--- config.mk ---
export PLATFORM = sky130hd
export DESIGN_NAME = arc4_ctrl
export DESIGN_NICKNAME = d
export VERILOG_FILES = /design/src/rtl/arc4_pkg.sv /design/src/rtl/s_mem_mux.sv /design/src/rtl/arc4_ctrl.sv
export SDC_FILE = /design/constraint.sdc
export NUM_CORES = 1
export LEC_CHECK = 0
export CAP_MARGIN = 10
export CORE_UTILIZATION = 44
export DETAILED_ROUTE_END_ITERATION = 6
export PLACE_DENSITY = 0.9
export SETUP_SLACK_MARGIN = 0.02
export SLEW_MARGIN = 5
export SYNTH_ARGS = -nofsm -noshare
export SYNTH_HDL_FRONTEND = slang
export SYNTH_SLANG_ARGS = --single-unit
--- constraint.sdc ---
create_clock -name clk -period 4.4 [get_ports clk]
set_input_delay 0.66 -clock clk [delete_from_list [all_inputs] [get_ports clk]]
set_output_delay 0.66 -clock clk [all_outputs]
set_load 0.01 [all_outputs]
--- src/rtl/arc4_pkg.sv ---
// Shared types for the ARC4 controller: sequencer states and S-memory owner encoding.
package arc4_pkg;

  typedef enum logic [2:0] {
    IDLE      = 3'd0,
    INIT_GO   = 3'd1,
    INIT_WAIT = 3'd2,
    KSA_GO    = 3'd3,
    KSA_WAIT  = 3'd4,
    PRGA_GO   = 3'd5,
    PRGA_WAIT = 3'd6,
    DONE      = 3'd7
  } arc4_state_e;

  typedef enum logic [1:0] {
    OWN_NONE = 2'd0,
    OWN_INIT = 2'd1,
    OWN_KSA  = 2'd2,
    OWN_PRGA = 2'd3
  } arc4_owner_e;

  localparam int WDOG_W   = 16;
  localparam int CYCLES_W = 20;

  // Each phase owns S for both its GO and WAIT states, so ownership moves with the state.
  function automatic arc4_owner_e owner_of(arc4_state_e s);
    case (s)
      INIT_GO, INIT_WAIT: owner_of = OWN_INIT;
      KSA_GO,  KSA_WAIT:  owner_of = OWN_KSA;
      PRGA_GO, PRGA_WAIT: owner_of = OWN_PRGA;
      default:            owner_of = OWN_NONE;
    endcase
  endfunction

endpackage

--- src/rtl/s_mem_mux.sv ---
// Combinational S-memory port mux: forwards only the current owner's request; others are dropped.
module s_mem_mux
  import arc4_pkg::*;
(
  input  logic [1:0] owner,
  input  logic [7:0] init_addr,
  input  logic [7:0] init_wrdata,
  input  logic       init_wren,
  input  logic [7:0] ksa_addr,
  input  logic [7:0] ksa_wrdata,
  input  logic       ksa_wren,
  input  logic [7:0] prga_addr,
  input  logic [7:0] prga_wrdata,
  input  logic       prga_wren,
  output logic [7:0] s_addr,
  output logic [7:0] s_wrdata,
  output logic       s_wren
);

  always_comb begin
    s_addr   = '0;
    s_wrdata = '0;
    s_wren   = 1'b0;
    case (owner)
      OWN_INIT: begin
        s_addr   = init_addr;
        s_wrdata = init_wrdata;
        s_wren   = init_wren;
      end
      OWN_KSA: begin
        s_addr   = ksa_addr;
        s_wrdata = ksa_wrdata;
        s_wren   = ksa_wren;
      end
      OWN_PRGA: begin
        s_addr   = prga_addr;
        s_wrdata = prga_wrdata;
        s_wren   = prga_wren;
      end
      default: ;
    endcase
  end

endmodule

--- src/rtl/arc4_ctrl.sv ---
// ARC4 top sequencer: runs init -> ksa -> prga with a per-phase watchdog and owns the S mux.
// Optional ARC4_CTRL_CYCLES_EN adds a saturating run-length counter on port cycles.
module arc4_ctrl
  import arc4_pkg::*;
#(
  parameter int WDOG_CYCLES = 4096
) (
  input  logic        clk,
  input  logic        rst_n,
  input  logic        en,
  output logic        rdy,
  input  logic [23:0] key,
  output logic        err,
  output logic [23:0] key_q,
  output logic        init_en,
  output logic        ksa_en,
  output logic        prga_en,
  input  logic        init_rdy,
  input  logic        ksa_rdy,
  input  logic        prga_rdy,
  input  logic [7:0]  init_addr,
  input  logic [7:0]  init_wrdata,
  input  logic        init_wren,
  input  logic [7:0]  ksa_addr,
  input  logic [7:0]  ksa_wrdata,
  input  logic        ksa_wren,
  input  logic [7:0]  prga_addr,
  input  logic [7:0]  prga_wrdata,
  input  logic        prga_wren,
  output logic [7:0]  s_addr,
  output logic [7:0]  s_wrdata,
  output logic        s_wren,
`ifdef ARC4_CTRL_CYCLES_EN
  output logic [CYCLES_W-1:0] cycles,
`endif
  output logic [2:0]  state_dbg
);

  localparam logic [WDOG_W-1:0] WDOG_LAST = WDOG_W'(WDOG_CYCLES - 1);

  arc4_state_e       state, state_nxt;
  logic [WDOG_W-1:0] wdog_cnt;
  logic              seen_low;
  logic              phase_rdy, in_wait, accept, go_fire, phase_done, timeout;

  // Handshake: a transfer happens on a rising edge where rdy=1 and en=1 (upstream), or where
  // X_rdy=1 in X_GO (downstream, X_en is high for that single cycle); nothing else starts work.
  assign rdy       = (state == IDLE);
  assign accept    = rdy && en;
  assign state_dbg = state;

  always_comb begin
    phase_rdy = 1'b0;
    case (state)
      INIT_GO, INIT_WAIT: phase_rdy = init_rdy;
      KSA_GO,  KSA_WAIT:  phase_rdy = ksa_rdy;
      PRGA_GO, PRGA_WAIT: phase_rdy = prga_rdy;
      default:            phase_rdy = 1'b0;
    endcase
  end

  assign in_wait    = (state == INIT_WAIT) || (state == KSA_WAIT) || (state == PRGA_WAIT);
  // A phase is finished only after its ready was seen low, so a stale high ready is not taken as done.
  assign phase_done = in_wait && seen_low && phase_rdy;
  assign timeout    = in_wait && !phase_done && (wdog_cnt == WDOG_LAST);
  assign go_fire    = init_en || ksa_en || prga_en;

  always_comb begin
    state_nxt = state;
    init_en   = 1'b0;
    ksa_en    = 1'b0;
    prga_en   = 1'b0;
    case (state)
      IDLE:      if (en) state_nxt = INIT_GO;
      INIT_GO:   if (init_rdy) begin init_en = 1'b1; state_nxt = INIT_WAIT; end
      INIT_WAIT: if (phase_done) state_nxt = KSA_GO;  else if (timeout) state_nxt = DONE;
      KSA_GO:    if (ksa_rdy) begin ksa_en = 1'b1; state_nxt = KSA_WAIT; end
      KSA_WAIT:  if (phase_done) state_nxt = PRGA_GO; else if (timeout) state_nxt = DONE;
      PRGA_GO:   if (prga_rdy) begin prga_en = 1'b1; state_nxt = PRGA_WAIT; end
      PRGA_WAIT: if (phase_done || timeout) state_nxt = DONE;
      DONE:      state_nxt = IDLE;
      default:   state_nxt = IDLE;
    endcase
  end

  always_ff @(posedge clk or negedge rst_n) begin
    if (!rst_n) begin
      state    <= IDLE;
      key_q    <= '0;
      err      <= 1'b0;
      wdog_cnt <= '0;
      seen_low <= 1'b0;
    end else begin
      state <= state_nxt;
      if (accept) begin
        key_q <= key;
        err   <= 1'b0;
      end else if (timeout) begin
        err <= 1'b1;
      end
      if (go_fire) begin
        wdog_cnt <= '0;
        seen_low <= 1'b0;
      end else if (in_wait) begin
        wdog_cnt <= wdog_cnt + 1'b1;
        if (!phase_rdy) seen_low <= 1'b1;
      end
    end
  end

`ifdef ARC4_CTRL_CYCLES_EN
  always_ff @(posedge clk or negedge rst_n) begin
    if (!rst_n) begin
      cycles <= '0;
    end else if (accept) begin
      cycles <= '0;
    end else if (state != IDLE && cycles != {CYCLES_W{1'b1}}) begin
      cycles <= cycles + 1'b1;
    end
  end
`endif

  s_mem_mux u_mux (
    .owner       (owner_of(state)),
    .init_addr   (init_addr),
    .init_wrdata (init_wrdata),
    .init_wren   (init_wren),
    .ksa_addr    (ksa_addr),
    .ksa_wrdata  (ksa_wrdata),
    .ksa_wren    (ksa_wren),
    .prga_addr   (prga_addr),
    .prga_wrdata (prga_wrdata),
    .prga_wren   (prga_wren),
    .s_addr      (s_addr),
    .s_wrdata    (s_wrdata),
    .s_wren      (s_wren)
  );

endmodule

==> results.toml <==
[setup_path]
r2r_start = "state_dbg[2]"
worstSetupPathType = "flip-flop to primary output"
cp_max_fo = 21
r2r_slack_ns = 2.06
critical_path_depth = 9
start_kind = "flip-flop"
end_kind = "primary output"
cp.arrival_ns = 3.07
cpPeakStageDelay_ns = 0.51
worstPathCellList = "inv_1 -> ha_1 -> nor3_2 -> a21oi_4 -> buf_4 -> mux2_1 -> nand2_1 -> o21ai_1 -> clkdlybuf4s50_1"
crit_required_ns = 3.74
cpLargestDelayFamily = "buffers and inverters"
rr_endpoint = "key_q[19]"
crit_path_top_delay_cell = "clkdlybuf4s50_1"
r2r_cells = 3
path_buf_inv = 3

[die]
rows = 27
io_pins = 130
core_area_um2 = 5680
die_area_um2 = 6360
die_w_um = 79.8
fp.dieH_um = 79.8
initial_core_util_pct = 46.9

[global_routing]
grt_use_total_pct = 22.4
antenna_found_initial = 0
grt_pass1_wl_mm = 11.1
grt-ovfl-total = 0
grt_max_degree = 46
grt_pass1_vias = 2329

[clocking]
cts_buffer_depth = 2
clock_latency_ns = 0.29
htree_levels = 2
cts_hold_buf = 0
numCtsBuffers = 5
clock-sinks = 45
cts_tree = "built"
clk_pin_slew_ns = 0.08
post_cts_buffers = 0
cts-root-buf = "clkbuf_8"
cts.repair.resized = 0

[sta]
relSlewSlack_pct = 22.0
fin_worst_skew_ns = 0.00489
tightest_slew_ns = 1.16
fin_crit_sh_pct = 84.9
setup_viol = 0
drv_slew = 0
fin_crit_ns = 3.73
fin_setup_tns_ns = 0
finalHoldViolCount = 0
fmax_ghz = 0.268
rsz0062_at_grt = "no"

[final_layout]
n_antenna_cell = 0
synthToLayoutAreaGrowth_pct = 52.3
layout-drive-gt1-share_pct = 14.0
layout.nets = 478

[min_path]
hold_path_depth = 1
min-delay-start = "key_q[13]"
hold_path.class = "flip-flop to flip-flop"
worstHoldEndpoint = "key_q[13]"

[flow_run]
drv_cap = 0

[routing]
wirelength_mm = 6.85
drt_iter0_drc = 119
avgViaCountPerCell = 5.09
num_vias = 2367
ant_nets = 0
dr.pass1.iters = 4
drc = 0
wl_per_cell_um = 14.7

[power_and_ir_drop]
power_density_nw_per_um2 = 669
p_total_mw = 2.71
p_leak_nw = 1.76
vdd_ir_drop_max_v = 0.000467

[yosys]
synth-seq-cells = 45
syn_nets = 353
synth_cell_types = 40
yosysWarnings = 0
synth_area_um2 = 2660
syn_inst = 267
avgSynthCellArea_um2 = 9.96
ys_seq_area_share_pct = 42.3

[placed_design]
portBuffers = 129
gp_congestion = 0.874
dp_hpwl_mm = 5.28

[outcome]
status = "finished clean"
[kinds of logic after synthesis]
logic type | after synthesis | share of synthesized area, %
and+or+nand+nor | 105 | 17.7
DFF | 45 | 42.3
muxes | 44 | 19.9
AOI/OAI and AO/OA | 35 | 8.42
buffers and inverters | 18 | 4.37
xor gates and xnor gates | 15 | 4.94
adders and majority gates | 5 | 2.35
[placed cells by master, fill, tap and decap left out, drive strengths merged, types with 2 or more instances in the layout]
cell type      count
nor2              27
xor2              14
nor3               4
o31ai              2
mux2              41
clkbuf             7
o21ai             19
nor4               2
a22oi              2
a2111oi            2
nand3             10
nand2             45
ha                 5
mux2i              3
nand4              6
nor2b              3
buf                2
clkdlybuf4s50    128
inv                6
a21oi              5
and3               4
dfrtp             45
[sequential cells by signal (all words and copies together) (netlist names)]
register	cells
err	1
key_q	24
seen_low	1
state_dbg	3
wdog_cnt	16
[final cells by class]
| cell class | count | area, um^2 |
|---|---|---|
| clock buffers | 7 | 96.3 |
| clock inverters | 1 | 5.00 |
| fillers | 428 | 1620 |
| inverters | 6 | 22.5 |
| multi-input cells | 204 | 1420 |
| flip-flops and latches | 45 | 1130 |
| well taps | 72 | 90.1 |
| repair buffers | 130 | 1290 |
[worst register-to-register path, stage by stage (launching register included)]
cell and delay, ns:
dfrtp_1 0.78, and2b_1 0.29, nand2_1 0.73, mux2_2 0.43
[per-layer routing]
| metal | up-vias | GRT usage [%] | wire length [um] | share of wire (%) |
|---|---|---|---|---|
| li1 | 1173 | - | - | - |
| met1 | 1135 | 28.4 | 2860 | 42 |
| met2 | 45 | 38.0 | 3610 | 53 |
| met3 | 14 | 4.69 | 253 | 3.7 |
| met4 | 0 | 7.14 | 132 | 1.9 |
| met5 | - | 0 | 0 | 0 |
[stage by stage]
step	setup slack, ns	hold slack [ns]	cell area, um^2	util, %	std cells
global route	0.489	0.531	4050	71.4	465
CTS	0.649	0.511	4050	71.4	465
global placement	1.07	0.486	3950	69.6	457
finish	0.666	0.509	4050	71.4	465
floorplan	1.92	0.364	2660	-	267
detailed placement	0.973	0.492	3950	69.6	457
[synth_stat cells (all sizes together)]
library cell  count  area, um^2
dfrtp            45        1130
a21oi             5        40.0
o31ai             2        15.0
o211ai            1        12.5
o21ai            19        95.1
ha                5        62.6
a21o              1        7.51
a31oi             1        6.26
buf              11        90.1
nor2             27         104
clkbuf            1        3.75
nor2b             3        18.8
nor4              2        12.5
nand4             6        37.5
and2b             1        7.51
inv               6        22.5
a22oi             2        15.0
nor3              4        25.0
nand2b            1        6.26
xor2             14         123
o22ai             1        6.26
nand2            45         169
mux2             41         499
nand3            10        50.1
mux2i             3        30.0
and2              1        6.26
xnor2             1        8.76
and3              4        25.0
and4              1        8.76
a2111oi           2        17.5
a2bb2oi           1        8.76
[where the power goes]
group	internal (mW)	switching [mW]
Clock	0.142	0.134
Combinational	0.961	0.807
Sequential	0.559	0.106
Total	1.66	1.05
[worst max path at each step]
stage	from	endpoint	slack (ns)
after CTS	state_dbg[1]	s_addr[4]	0.65
final	state_dbg[1]	s_addr[4]	0.67
after global routing	state_dbg[1]	s_addr[5]	0.49
after detailed placement	state_dbg[1]	s_addr[4]	0.97
after floorplan	state_dbg[0]	s_addr[0]	1.92
after global placement	state_dbg[2]	s_addr[4]	1.07
Power figures use the tool's default switching activity.
